$ cat config.mk
export PLATFORM = sky130hd
export DESIGN_NAME = alu_logic_pipe
export DESIGN_NICKNAME = d
export VERILOG_FILES = /design/src/rtl/alu_logic_pkg.sv /design/src/rtl/alu_logic_core.sv /design/src/rtl/alu_logic_pipe.sv
export SDC_FILE = /design/constraint.sdc
export NUM_CORES = 1
export LEC_CHECK = 0
export BUFFER_PORTS_ARGS = -buffer_cell sky130_fd_sc_hd__clkbuf_2
export CORE_ASPECT_RATIO = 0.75
export CORE_MARGIN = 2
export CORE_UTILIZATION = 45
export CTS_BUF_LIST = sky130_fd_sc_hd__clkbuf_8
export DETAILED_ROUTE_END_ITERATION = 8
export HOLD_SLACK_MARGIN = 0.06
export PLACE_DENSITY = 0.78
export SLEW_MARGIN = 10
export SYNTH_ARGS = -nofsm -noshare
export SYNTH_HDL_FRONTEND = slang
export SYNTH_SLANG_ARGS = --single-unit
$ cat constraint.sdc
create_clock -name clk -period 1.2 [get_ports clk]
set_input_delay 0.06 -clock clk [delete_from_list [all_inputs] [get_ports clk]]
set_output_delay 0.06 -clock clk [all_outputs]
set_load 0.02 [all_outputs]
$ cat src/rtl/alu_logic_pkg.sv
// Shared constants for the logic-operation lane of the ALU datapath.
// Opcode encoding and perf counter width used by alu_logic_pipe and alu_logic_core.
package alu_logic_pkg;

    localparam logic [2:0] OP_AND    = 3'd0;
    localparam logic [2:0] OP_OR     = 3'd1;
    localparam logic [2:0] OP_XOR    = 3'd2;
    localparam logic [2:0] OP_NAND   = 3'd3;
    localparam logic [2:0] OP_NOR    = 3'd4;
    localparam logic [2:0] OP_XNOR   = 3'd5;
    localparam logic [2:0] OP_PASS_A = 3'd6;
    localparam logic [2:0] OP_NOT_A  = 3'd7;

    localparam int PERF_W = 16;

endpackage

$ cat src/rtl/alu_logic_core.sv
// Combinational bitwise operation decode with zero and parity flag generation.
// Operand B is don't-care for PASS_A and NOT_A.
module alu_logic_core
    import alu_logic_pkg::*;
#(
    parameter int WIDTH = 4
) (
    input  logic [2:0]       op_i,
    input  logic [WIDTH-1:0] a_i,
    input  logic [WIDTH-1:0] b_i,
    output logic [WIDTH-1:0] y_o,
    output logic             zero_o,
    output logic             parity_o
);

    always_comb begin
        y_o = '0;
        case (op_i)
            OP_AND:    y_o = a_i & b_i;
            OP_OR:     y_o = a_i | b_i;
            OP_XOR:    y_o = a_i ^ b_i;
            OP_NAND:   y_o = ~(a_i & b_i);
            OP_NOR:    y_o = ~(a_i | b_i);
            OP_XNOR:   y_o = ~(a_i ^ b_i);
            OP_PASS_A: y_o = a_i;
            OP_NOT_A:  y_o = ~a_i;
            default:   y_o = '0;
        endcase
    end

    assign zero_o   = (y_o == '0);
    assign parity_o = ^y_o;

endmodule

$ cat src/rtl/alu_logic_pipe.sv
// Registered logic-operation lane: handshaked operands, DEPTH-entry result queue.
// Optional perf counter of completed output transfers when ALU_LOGIC_PERF_EN is defined.
module alu_logic_pipe
    import alu_logic_pkg::*;
#(
    parameter int WIDTH = 4,
    parameter int DEPTH = 2
) (
    input  logic             clk,
    input  logic             rst_n,
    input  logic             in_valid,
    output logic             in_ready,
    input  logic [2:0]       in_op,
    input  logic [WIDTH-1:0] in_a,
    input  logic [WIDTH-1:0] in_b,
    output logic             out_valid,
    input  logic             out_ready,
    output logic [WIDTH-1:0] out_y,
    output logic             out_zero,
    output logic             out_parity
`ifdef ALU_LOGIC_PERF_EN
    ,
    input  logic              perf_clr,
    output logic [PERF_W-1:0] perf_count
`endif
);

    localparam int PTR_W = $clog2(DEPTH);
    localparam int ENT_W = WIDTH + 2;
    localparam logic [PTR_W:0] CNT_FULL = (PTR_W+1)'(DEPTH);
    localparam logic [ENT_W-1:0] ENT_RESET = {{WIDTH{1'b0}}, 1'b1, 1'b0};

    logic [1:0]       rst_sync_q;
    logic             rst_int_n;

    logic [WIDTH-1:0] core_y;
    logic             core_zero;
    logic             core_parity;

    logic [ENT_W-1:0] mem_q [DEPTH];
    logic [PTR_W-1:0] wr_ptr_q, wr_ptr_d;
    logic [PTR_W-1:0] rd_ptr_q, rd_ptr_d;
    logic [PTR_W:0]   count_q, count_d;
    logic [ENT_W-1:0] last_q, last_d;
    logic [ENT_W-1:0] head;
    logic [ENT_W-1:0] out_ent;
    logic             push;
    logic             pop;

    // Assert immediately, release two clocks after rst_n rises.
    always_ff @(posedge clk or negedge rst_n) begin
        if (!rst_n) begin
            rst_sync_q <= 2'b00;
        end else begin
            rst_sync_q <= {rst_sync_q[0], 1'b1};
        end
    end

    assign rst_int_n = rst_sync_q[1];

    alu_logic_core #(.WIDTH(WIDTH)) u_core (
        .op_i     (in_op),
        .a_i      (in_a),
        .b_i      (in_b),
        .y_o      (core_y),
        .zero_o   (core_zero),
        .parity_o (core_parity)
    );

    assign in_ready  = (count_q != CNT_FULL);
    assign out_valid = (count_q != '0);
    assign push      = in_valid && in_ready;
    assign pop       = out_valid && out_ready;
    assign head      = mem_q[rd_ptr_q];

    always_comb begin
        wr_ptr_d = wr_ptr_q;
        rd_ptr_d = rd_ptr_q;
        count_d  = count_q;
        last_d   = last_q;
        if (push) begin
            wr_ptr_d = wr_ptr_q + PTR_W'(1);
        end
        if (pop) begin
            rd_ptr_d = rd_ptr_q + PTR_W'(1);
            last_d   = head;
        end
        case ({push, pop})
            2'b10:   count_d = count_q + (PTR_W+1)'(1);
            2'b01:   count_d = count_q - (PTR_W+1)'(1);
            default: count_d = count_q;
        endcase
    end

    always_ff @(posedge clk or negedge rst_int_n) begin
        if (!rst_int_n) begin
            wr_ptr_q <= '0;
            rd_ptr_q <= '0;
            count_q  <= '0;
            last_q   <= ENT_RESET;
            for (int i = 0; i < DEPTH; i++) begin
                mem_q[i] <= '0;
            end
        end else begin
            wr_ptr_q <= wr_ptr_d;
            rd_ptr_q <= rd_ptr_d;
            count_q  <= count_d;
            last_q   <= last_d;
            if (push) begin
                mem_q[wr_ptr_q] <= {core_y, core_zero, core_parity};
            end
        end
    end

    // When empty, the outputs keep showing the most recently popped entry.
    assign out_ent    = out_valid ? head : last_q;
    assign out_y      = out_ent[ENT_W-1:2];
    assign out_zero   = out_ent[1];
    assign out_parity = out_ent[0];

`ifdef ALU_LOGIC_PERF_EN
    logic [PERF_W-1:0] perf_q, perf_d;

    always_comb begin
        perf_d = perf_q;
        if (perf_clr) begin
            perf_d = '0;
        end else if (pop && (perf_q != '1)) begin
            perf_d = perf_q + PERF_W'(1);
        end
    end

    always_ff @(posedge clk or negedge rst_int_n) begin
        if (!rst_int_n) begin
            perf_q <= '0;
        end else begin
            perf_q <= perf_d;
        end
    end

    assign perf_count = perf_q;
`endif

endmodule

# After elaboration in Yosys (flattened, before gate mapping)
# Cells that the tools add are included.
[op_classes]
n_bitwise = 9
n_mux = 9
add_sub_neg = 4
order_cmp = 3
reduce_logical = 8
eq_ne = 10
[ops]
columns = ["cell", "count"]
rows = [
  ["one-hot mux 4 bit (8 select lines)", 1],
  ["two-way mux 6 bit", 5],
  ["inverter 4 bit", 4],
  ["bitwise mux 12 bit", 1],
  ["== test 3 bit (second input constant)", 4],
  ["demux 6 bit (select 1 bit)", 1],
  ["== test 3 x 2 -> 1 bit (second input constant)", 2],
  ["AND 4 bit", 1],
  ["greater-or-equal comparator 2 bit (second input constant)", 2],
  ["logical NOT 4 bit", 1],
  ["inverter 1 -> 2 bit", 2],
  ["OR 4 bit", 1],
  ["one-hot mux 2 bit (2 select lines)", 1],
  ["nonzero test 2 bit", 2],
  ["XOR reduction 4 bit", 1],
  ["bitwise XOR 4 bit", 1],
  ["== test 3 x 1 -> 1 bit (second input constant)", 1],
  ["logical AND 1 bit", 3],
  ["logical NOT 3 bit", 1],
  ["adder 1 bit (second input constant)", 2],
  ["adder 2 x 1 -> 2 bit (second input constant)", 1],
  ["== test 2 x 1 -> 1 bit (second input constant)", 1],
  ["== test 2 bit (second input constant)", 1],
  ["less-than comparator 2 x 1 -> 1 bit (second input constant)", 1],
  ["other kinds (2)", 2],
]
[totals]
reg_bits = 24
output_inout_bits = 8
inputBits = 15
elab_cells = 50

# Depth between registers and ports, before layout
# Gate-level depths: netlist of the first run.
[logic_depth]
depth_word = 6
mapped_depth = 10
mapped_depth_nobuf = 9

# Cells and area by module
# Synthesis of the first run repeated with hierarchy kept, for this count alone.
[unflattened]
cells_unflattened = 163
area_unflattened_um2 = 1597.8
[by_module_without_submodules]
columns = ["mod", "area_per_inst_um2", "seq_area_each_um2", "cells_each", "n_inst"]
rows = [
  ["alu_logic_pipe", 1094.8, 601.8, 86, 1],
  ["alu_logic_core", 503.0, 0.0, 77, 1],
]

# Least setup slack after synthesis of the first run
# No wires, ideal clock.
[synth_path]
path_type = "input to register"
start = "in in_a[2]"
end = "reg mem_q[0] in the netlist's numbering"
t_required_ns = 1.066
cell_stages = 9
setup_time_ns = 0.134
setup_slack_ns = -0.647
t_arrival_ns = 1.713
n_path_buf = 0
cell_sequence = "inv_1 ha_1 or2_2 a211o_1 a21oi_1 or2_2 ha_1 xnor2_1 o21ai_0"
[synth_via]
elab_chain_len = 5
[synth_rtl]
columns = ["element", "line_no", "rtl"]
rows = [
  ["start: declaration", "alu_logic_pipe.sv:14", "input logic [WIDTH-1:0] in_a,"],
  ["bitwise XOR 4 bit (tied with other cells)", "alu_logic_core.sv:21, alu_logic_core.sv:24", ""],
  ["inverter 4 bit, on equally long branches", "alu_logic_core.sv:24, alu_logic_core.sv:22, alu_logic_core.sv:23", ""],
  ["one-hot mux 4 bit (8 select lines) (*)", "alu_logic_core.sv:18", "case (op_i)"],
  ["XOR reduction 4 bit (*)", "alu_logic_core.sv:32", "assign parity_o = ^y_o;"],
  ["bitwise mux 12 bit (*)", "alu_logic_pipe.sv:110", "mem_q[wr_ptr_q] <= {core_y, core_zero, core_parity};"],
  ["end signal: indexed assignment", "alu_logic_pipe.sv:110", ""],
  ["end: declaration", "alu_logic_pipe.sv:40", "logic [ENT_W-1:0] mem_q [DEPTH];"],
]
# Every way passes the cells marked *; elsewhere a longest branch is shown, timed or not.
# A chain may end at the register's enable or synchronous reset.

# Final worst setup path of the first run
[layout_path]
start = "in in_a[0]"
end = "reg mem_q[0] in the netlist's numbering"
# The elaborated chain is that of the path after synthesis.

==> flow_summary_export.csv, run 1 <==
group,metric,value,unit
run_status,outcome,"finished with violations",
run_status,violations,"negative setup slack",
clock_tree,numCtsBuffers,3,
synth,synth_cell_type_count,28,
synth,synthXorXnorAreaFrac,0.04965,
sta,fmax,0.6204,GHz
setup_path,worstPathRequired,1.37,ns
route,drt-initial-drc-count,157,
clock_tree,cts_tree,"yes",
clock_tree,clk_transition_reported_paths,0.09,ns
floorplanning,num_rows,18,
floorplanning,die_w,72.59,um
synth,synthMuxAreaShare,0.1009,
route,drt-vias-per-instance,5.446,
place,dpl.hpwl,2.762,mm
place,place_area,2196,um2
global_route,grt_pass1_wl,7.058,mm
synth,synth_simple_gate_area_frac,0.1734,
setup_path,r2r_cells,8,
clock_tree,clkSinkCount,24,
route,antenna_left,0,
synth,ys_seq_elements,24,
synth,synth_fa_ha_area_frac,0.08668,
sta,setup_viol,30,
synth,synth-main-ff-cell,"dfrtp_1",
power,power_switching,0.002700,W
synth,synth_edf_count,0,
route,dr.pass1.iters,4,
synth,synth_common_cells,"27 x nand2_1, 23 x dfrtp_1, 14 x inv_1",
place,gp_congestion,0.7758,
setup_path,r2r_slack,-0.37,ns
setup_path,arrival,1.78,ns
global_route,track_usage,0.2226,
layout,layout-drive-gt1-share,0.6032,
synth,netlist_area,1588,um2
place,dp.cells,266,
sta,fin_crit_sh,1.343,
route,drc,0,
global_route,antenna_found_initial,0,
sta,whs,0.1127,ns
floorplanning,ios,23,
setup_path,timing.rr.end,"count_q[1]",
synth,synth-compound-area-share,0.1363,
sta,layout_setup_ws,-0.4119,ns
clock_tree,cts_max_level,1,
layout,stdcell_count,287,
route,wire_per_inst,18.21,um
power,p_leak,1.263,nW
layout,stdcell_area,2816,um2
layout,syn2layout_area_growth,77.38,%
synth,synth_most_common_cell,"nand2_1",
sta,rsz0062_at_grt,"true",
layout,final_nets,274,
synth,ys_seq_area_frac,0.3790,
layout,fillCellCount,145,
setup_path,path_class,"in2reg",
global_route,grt_max_degree,23,
power,ir_drop,0.001998,V
power,seqPwrFrac,0.229,
global_route,grt.overflow.total,0,
global_route,grt_pass1_vias,1558,
synth,synthTopCellsByArea,"dfrtp_1 36%, ha_1 8.7%, nand2_1 6.4%",
sta,skew,0.008932,ns
route,vias,1563,
route,wl,5.226,mm
synth,async_flop_share,1.000,
synth,synth.avg_cell_area,8.920,um2
power,clkPwrFrac,0.108,
flow_run,maxCapViolations,0,
layout,diodes,0,
power,p_sw_frac,0.4021,
setup_path,r2r-start,"count_q[1]",
worst_hold_path,hold_path.class,"in2async",
sta,finalHoldViolations,0,
sta,period_minus_slack,1.612,ns
floorplanning,die_area,4024,um2
floorplanning,initial_utilization,0.4764,
clock_tree,cts_root_buf,"clkbuf_8",
place,port_buffers,22,
floorplanning,die_h,55.44,um
setup_path,cp_max_fo,3,
setup_path,worst_setup_path_start_kind,"input pin",
synth,synth_top_cell_area_share,0.3625,
sta,slew_violations,0,
synth,synth_nets,204,
power,pwr_density_cell,2384,nW/um2
power,combPwrFrac,0.663,
clock_tree,clkLatencyLatePin,0.28,ns
synth,yosysWarningCount,0,
setup_path,worst_setup_path_end_kind,"flip-flop",
power,internal-power,0.004015,W
synth,yosysTopAreaCell,"dfrtp_1",
floorplanning,fp.coreArea,3333,um2
synth,netlist_instances,178,
clock_tree,clk_path_buf_depth,2,
synth,synth_top_family_by_area,"simple AND/OR/NAND/NOR gates",
-- state kept, by name, summed over array words and instances, names as in the netlist --
name and flops:
mem_q 12, last_q 6, count_q 2, rst_sync_q 2, rd_ptr_q 1, wr_ptr_q 1
-- what timing repair did --
item | 4_1_cts | 5_1_grt
setup buffers | 7 | 9
resized for setup | 49 | 58
setup endpoints to repair | 20 | 30
hold endpoints to repair | 2 | 0
hold buffers | 1 | 0
pin swaps | 9 | 17
cloned | 3 | 1
-- power by group through the flow --
stage,logic (W),registers [W],clock network (W)
floorplan,0.00206,0.00133,0
global placement,0.00265,0.00138,0
detailed placement,0.00277,0.00141,0
CTS,0.00346,0.00143,0.000715
global route,0.00469,0.00157,0.000762
finish,0.00445,0.00154,0.000723
-- layout make-up --
class / count / area (um2) / share of cell area
clock buffer: 3 / 41.29 / 0.01466
clock inverter: 1 / 30.03 / 0.01066
inverter: 14 / 77.57 / 0.02754
multi-input combinational: 129 / 1303 / 0.4625
sequential: 24 / 603.1 / 0.2141
tap: 40 / 50.05 / 0.01777
timing repair buffer: 76 / 711.9 / 0.2528
-- critical path: stages --
cell	delay, ns
buf_8	0.10
inv_4	0.05
ha_4	0.19
mux2_4	0.26
mux4_2	0.52
inv_2	0.10
ha_4	0.22
xnor2_4	0.19
o21ai_1	0.09
-- routing by layer --
layer / part of all wire / wire length [um] / GRT usage
met1: 0.41 / 2153 / 0.2697
met2: 0.52 / 2738 / 0.4026
met3: 0.047 / 245 / 0.04927
met4: 0.017 / 89 / 0.04233
met5: 0 / 0 / 0
-- through the flow --
step                        util  TNS, ns  setup slack, ns  power, W
after floorplan                -   -2.556          -0.4180  0.003388
after global placement    0.6588   -4.803          -0.6126  0.004032
after CTS                 0.7594   -4.653          -0.3593  0.005600
final                     0.8450   -6.155          -0.4119  0.006714
after detailed placement  0.6588   -5.613          -0.6949  0.004180
after global routing      0.8450   -7.289          -0.4381  0.007025
-- cell families (layout without fill, tap and decap cells) --
kind of cell / Yosys count / in the layout
AO/OA/AOI/OAI: 35 / 35
XOR/XNOR: 9 / 9
adder cells (fa/ha/maj): 11 / 11
buffers and inverters: 25 / 94
flip-flops: 24 / 24
multiplexers: 14 / 14
other: 1 / 1
AND/OR/NAND/NOR: 59 / 59
-- layout by cell type (no fill, tap or decap), types with 2 or more instances in the layout --
cell	n
inv_4	5
clkbuf_8	3
buf_6	15
nand2b_1	6
nand2_1	16
nor2_4	6
o21ai_2	3
or2_4	7
nor2_1	6
a21oi_2	3
inv_1	4
nand2_2	5
o21ai_1	6
nand2_4	5
buf_8	8
nand3b_1	4
ha_1	4
dfrtp_1	22
a21oi_4	6
a32o_1	3
a21oi_1	4
buf_4	38
mux2_2	2
clkbuf_2	10
mux2i_1	9
a211o_1	3
ha_4	7
o31ai_4	5
xnor2_1	5
inv_2	4
xor2_1	2
-- worst max path at each step --
stage	start	endpoint	slack, ns	cells after the start
2_1_floorplan	in_b[3]	mem_q[0]	-0.42	9
3_3_place_gp	in_b[3]	mem_q[0]	-0.61	10
3_5_place_dp	in_b[3]	mem_q[6]	-0.69	10
4_1_cts	in_b[0]	mem_q[6]	-0.36	9
5_1_grt	in_a[0]	mem_q[0]	-0.44	9
6_report	in_a[0]	mem_q[0]	-0.41	9
No activity file was read; power rests on OpenSTA's default activity.
==> run 2: changes to the inputs <==
Settings changed: HOLD_SLACK_MARGIN 0.06 to not set, MAX_ROUTING_LAYER set to met4.
==> flow_summary_export.csv, run 2 (same netlist as run 1, synthesis figures left out) <==
group,metric,value,unit
sta,finalHoldViolations,0,
power,pwr_density_cell,2413,nW/um2
setup_path,worst_setup_path_end_kind,"flip-flop",
floorplanning,fp.coreArea,3333,um2
setup_path,crit_top_cell,"ha_4",
layout,fillCellCount,147,
global_route,grt_pass1_wl,7.072,mm
global_route,grt_use_met3,0.04927,
clock_tree,numCtsBuffers,3,
clock_tree,clkSinkCount,24,
sta,period_minus_slack,1.619,ns
sta,slew_violations,0,
sta,fmax,0.6177,GHz
power,clkPwrFrac,0.106,
power,internal-power,0.004054,W
setup_path,crit_path_start,"in_a[0]",
power,combPwrFrac,0.666,
setup_path,cp_top_family,"multiplexers",
route,dr.pass1.iters,4,
layout,largest_reg_flops,12,
flow_run,maxCapViolations,0,
setup_path,r2r_slack,-0.39,ns
floorplanning,die_w,72.59,um
layout,mostFrequentLayoutCell,"buf_4",
setup_path,path_cells,"buf_8 -> inv_4 -> ha_4 -> mux2_4 -> mux4_2 -> inv_2 -> ha_4 -> xnor2_4 -> o21ai_1",
place,gp_congestion,0.7864,
clock_tree,cts_max_level,1,
power,seqPwrFrac,0.228,
route,drt-vias-per-instance,5.589,
layout,register_area,603.1,um2
layout,reg_top3,"mem_q x12, last_q x6",
worst_hold_path,hold_path.class,"in2async",
clock_tree,clkLatencyLatePin,0.28,ns
run_status,outcome,"finished with violations",
global_route,met1_usage,0.2731,
route,antenna_left,0,
setup_path,cp_slowest_cell,"mux4_2",
place,dpl.hpwl,2.762,mm
route,wl,5.318,mm
layout,final_cell_mix,"38 x buf_4, 22 x dfrtp_1, 16 x nand2_1, 16 x buf_6",
global_route,track_usage,0.2293,
setup_path,timing.rr.end,"count_q[1]",
global_route,grt_max_degree,23,
setup_path,path_buf_inv,3,
setup_path,r2r_cells,8,
route,wire_per_inst,18.53,um
layout,regMostFlops,"mem_q",
global_route,global_route.usage.met2,0.4000,
clock_tree,clk_path_buf_depth,2,
route,drt-initial-drc-count,134,
power,power_switching,0.002758,W
sta,layout_setup_ws,-0.4188,ns
power,ir_drop,0.002018,V
route,vias,1604,
power,p_sw_frac,0.4048,
sta,whs,0.1141,ns
layout,syn2layout_area_growth,77.78,%
route,drc,0,
setup_path,critPathMaxStageDelay,0.51,ns
floorplanning,initial_utilization,0.4764,
floorplanning,ios,23,
layout,layout-drive-gt1-share,0.6032,
clock_tree,cts_root_buf,"clkbuf_8",
global_route,grt.overflow.total,0,
setup_path,cp_max_fo,3,
clock_tree,cts_tree,"yes",
floorplanning,num_rows,18,
global_route,antenna_found_initial,0,
global_route,grt_pass1_vias,1552,
setup_path,path_class,"in2reg",
global_route,grt-busiest-layer,"met2",
setup_path,r2r-start,"count_q[1]",
layout,multi_input_area,1303,um2
clock_tree,clk_transition_reported_paths,0.09,ns
layout,final_nets,274,
sta,skew,0.008412,ns
place,port_buffers,22,
sta,rsz0062_at_grt,"true",
floorplanning,die_area,4024,um2
floorplanning,die_h,55.44,um
layout,utilization,0.8468,
run_status,violations,"negative setup slack",
layout,diodes,0,
sta,setup_viol,30,
setup_path,arrival,1.78,ns
sta,fin_crit_sh,1.349,
setup_path,worstPathRequired,1.36,ns
power,p_leak,1.265,nW
setup_path,worst_setup_path_start_kind,"input pin",
power,finalPower,0.006812,W
[run 2: area by class of cell]
| type | instances | area share |
|---|---|---|
| clock buffers | 3 | 0.01463 |
| clock inverters | 1 | 0.01064 |
| inverters | 14 | 0.02748 |
| multi-input cells | 129 | 0.4614 |
| flip-flops and latches | 24 | 0.2137 |
| well taps | 40 | 0.01773 |
| repair buffers | 76 | 0.2544 |
[run 2: per-stage QoR]
step	setup TNS, ns	std cells	instance area [um2]	worst slack [ns]
after floorplan	-2.556	178	1867	-0.4180
after global placement	-4.803	266	2196	-0.6126
after detailed placement	-5.613	266	2196	-0.6949
after CTS	-4.653	280	2531	-0.3593
after global routing	-7.608	287	2823	-0.4473
final	-6.642	287	2823	-0.4188
[run 2: worst max-delay path by stage]
stage | end | cells after the start | slack, ns
global placement | mem_q[0] | 10 | -0.61
finish | mem_q[0] | 9 | -0.42
floorplan | mem_q[0] | 9 | -0.42
CTS | mem_q[6] | 9 | -0.36
global route | count_q[1] | 8 | -0.45
detailed placement | mem_q[6] | 10 | -0.69
[run 2: power by group through the flow]
stage	Sequential, W	Combinational, W	Clock (W)
2_1_floorplan	0.00133	0.00206	0
3_3_place_gp	0.00138	0.00265	0
3_5_place_dp	0.00141	0.00277	0
4_1_cts	0.00143	0.00346	0.000715
5_1_grt	0.00158	0.00476	0.000766
6_report	0.00155	0.00454	0.000721
[run 2: routing by layer]
metal | vias to the layer above | wire [um] | part of all wire
met5 | - | 0 | 0
met4 | 0 | 87 | 0.016
met3 | 11 | 229 | 0.043
li1 | 734 | - | -
met1 | 810 | 2263 | 0.43
met2 | 49 | 2739 | 0.52
[run 2: timing repair]
item	4_1_cts	5_1_grt
cloned	3	1
setup endpoints to repair	20	30
pin swaps	9	17
buffers inserted	7	9
endpoints found under the hold margin	2	0
hold buffers	1	0
resized for setup	49	61
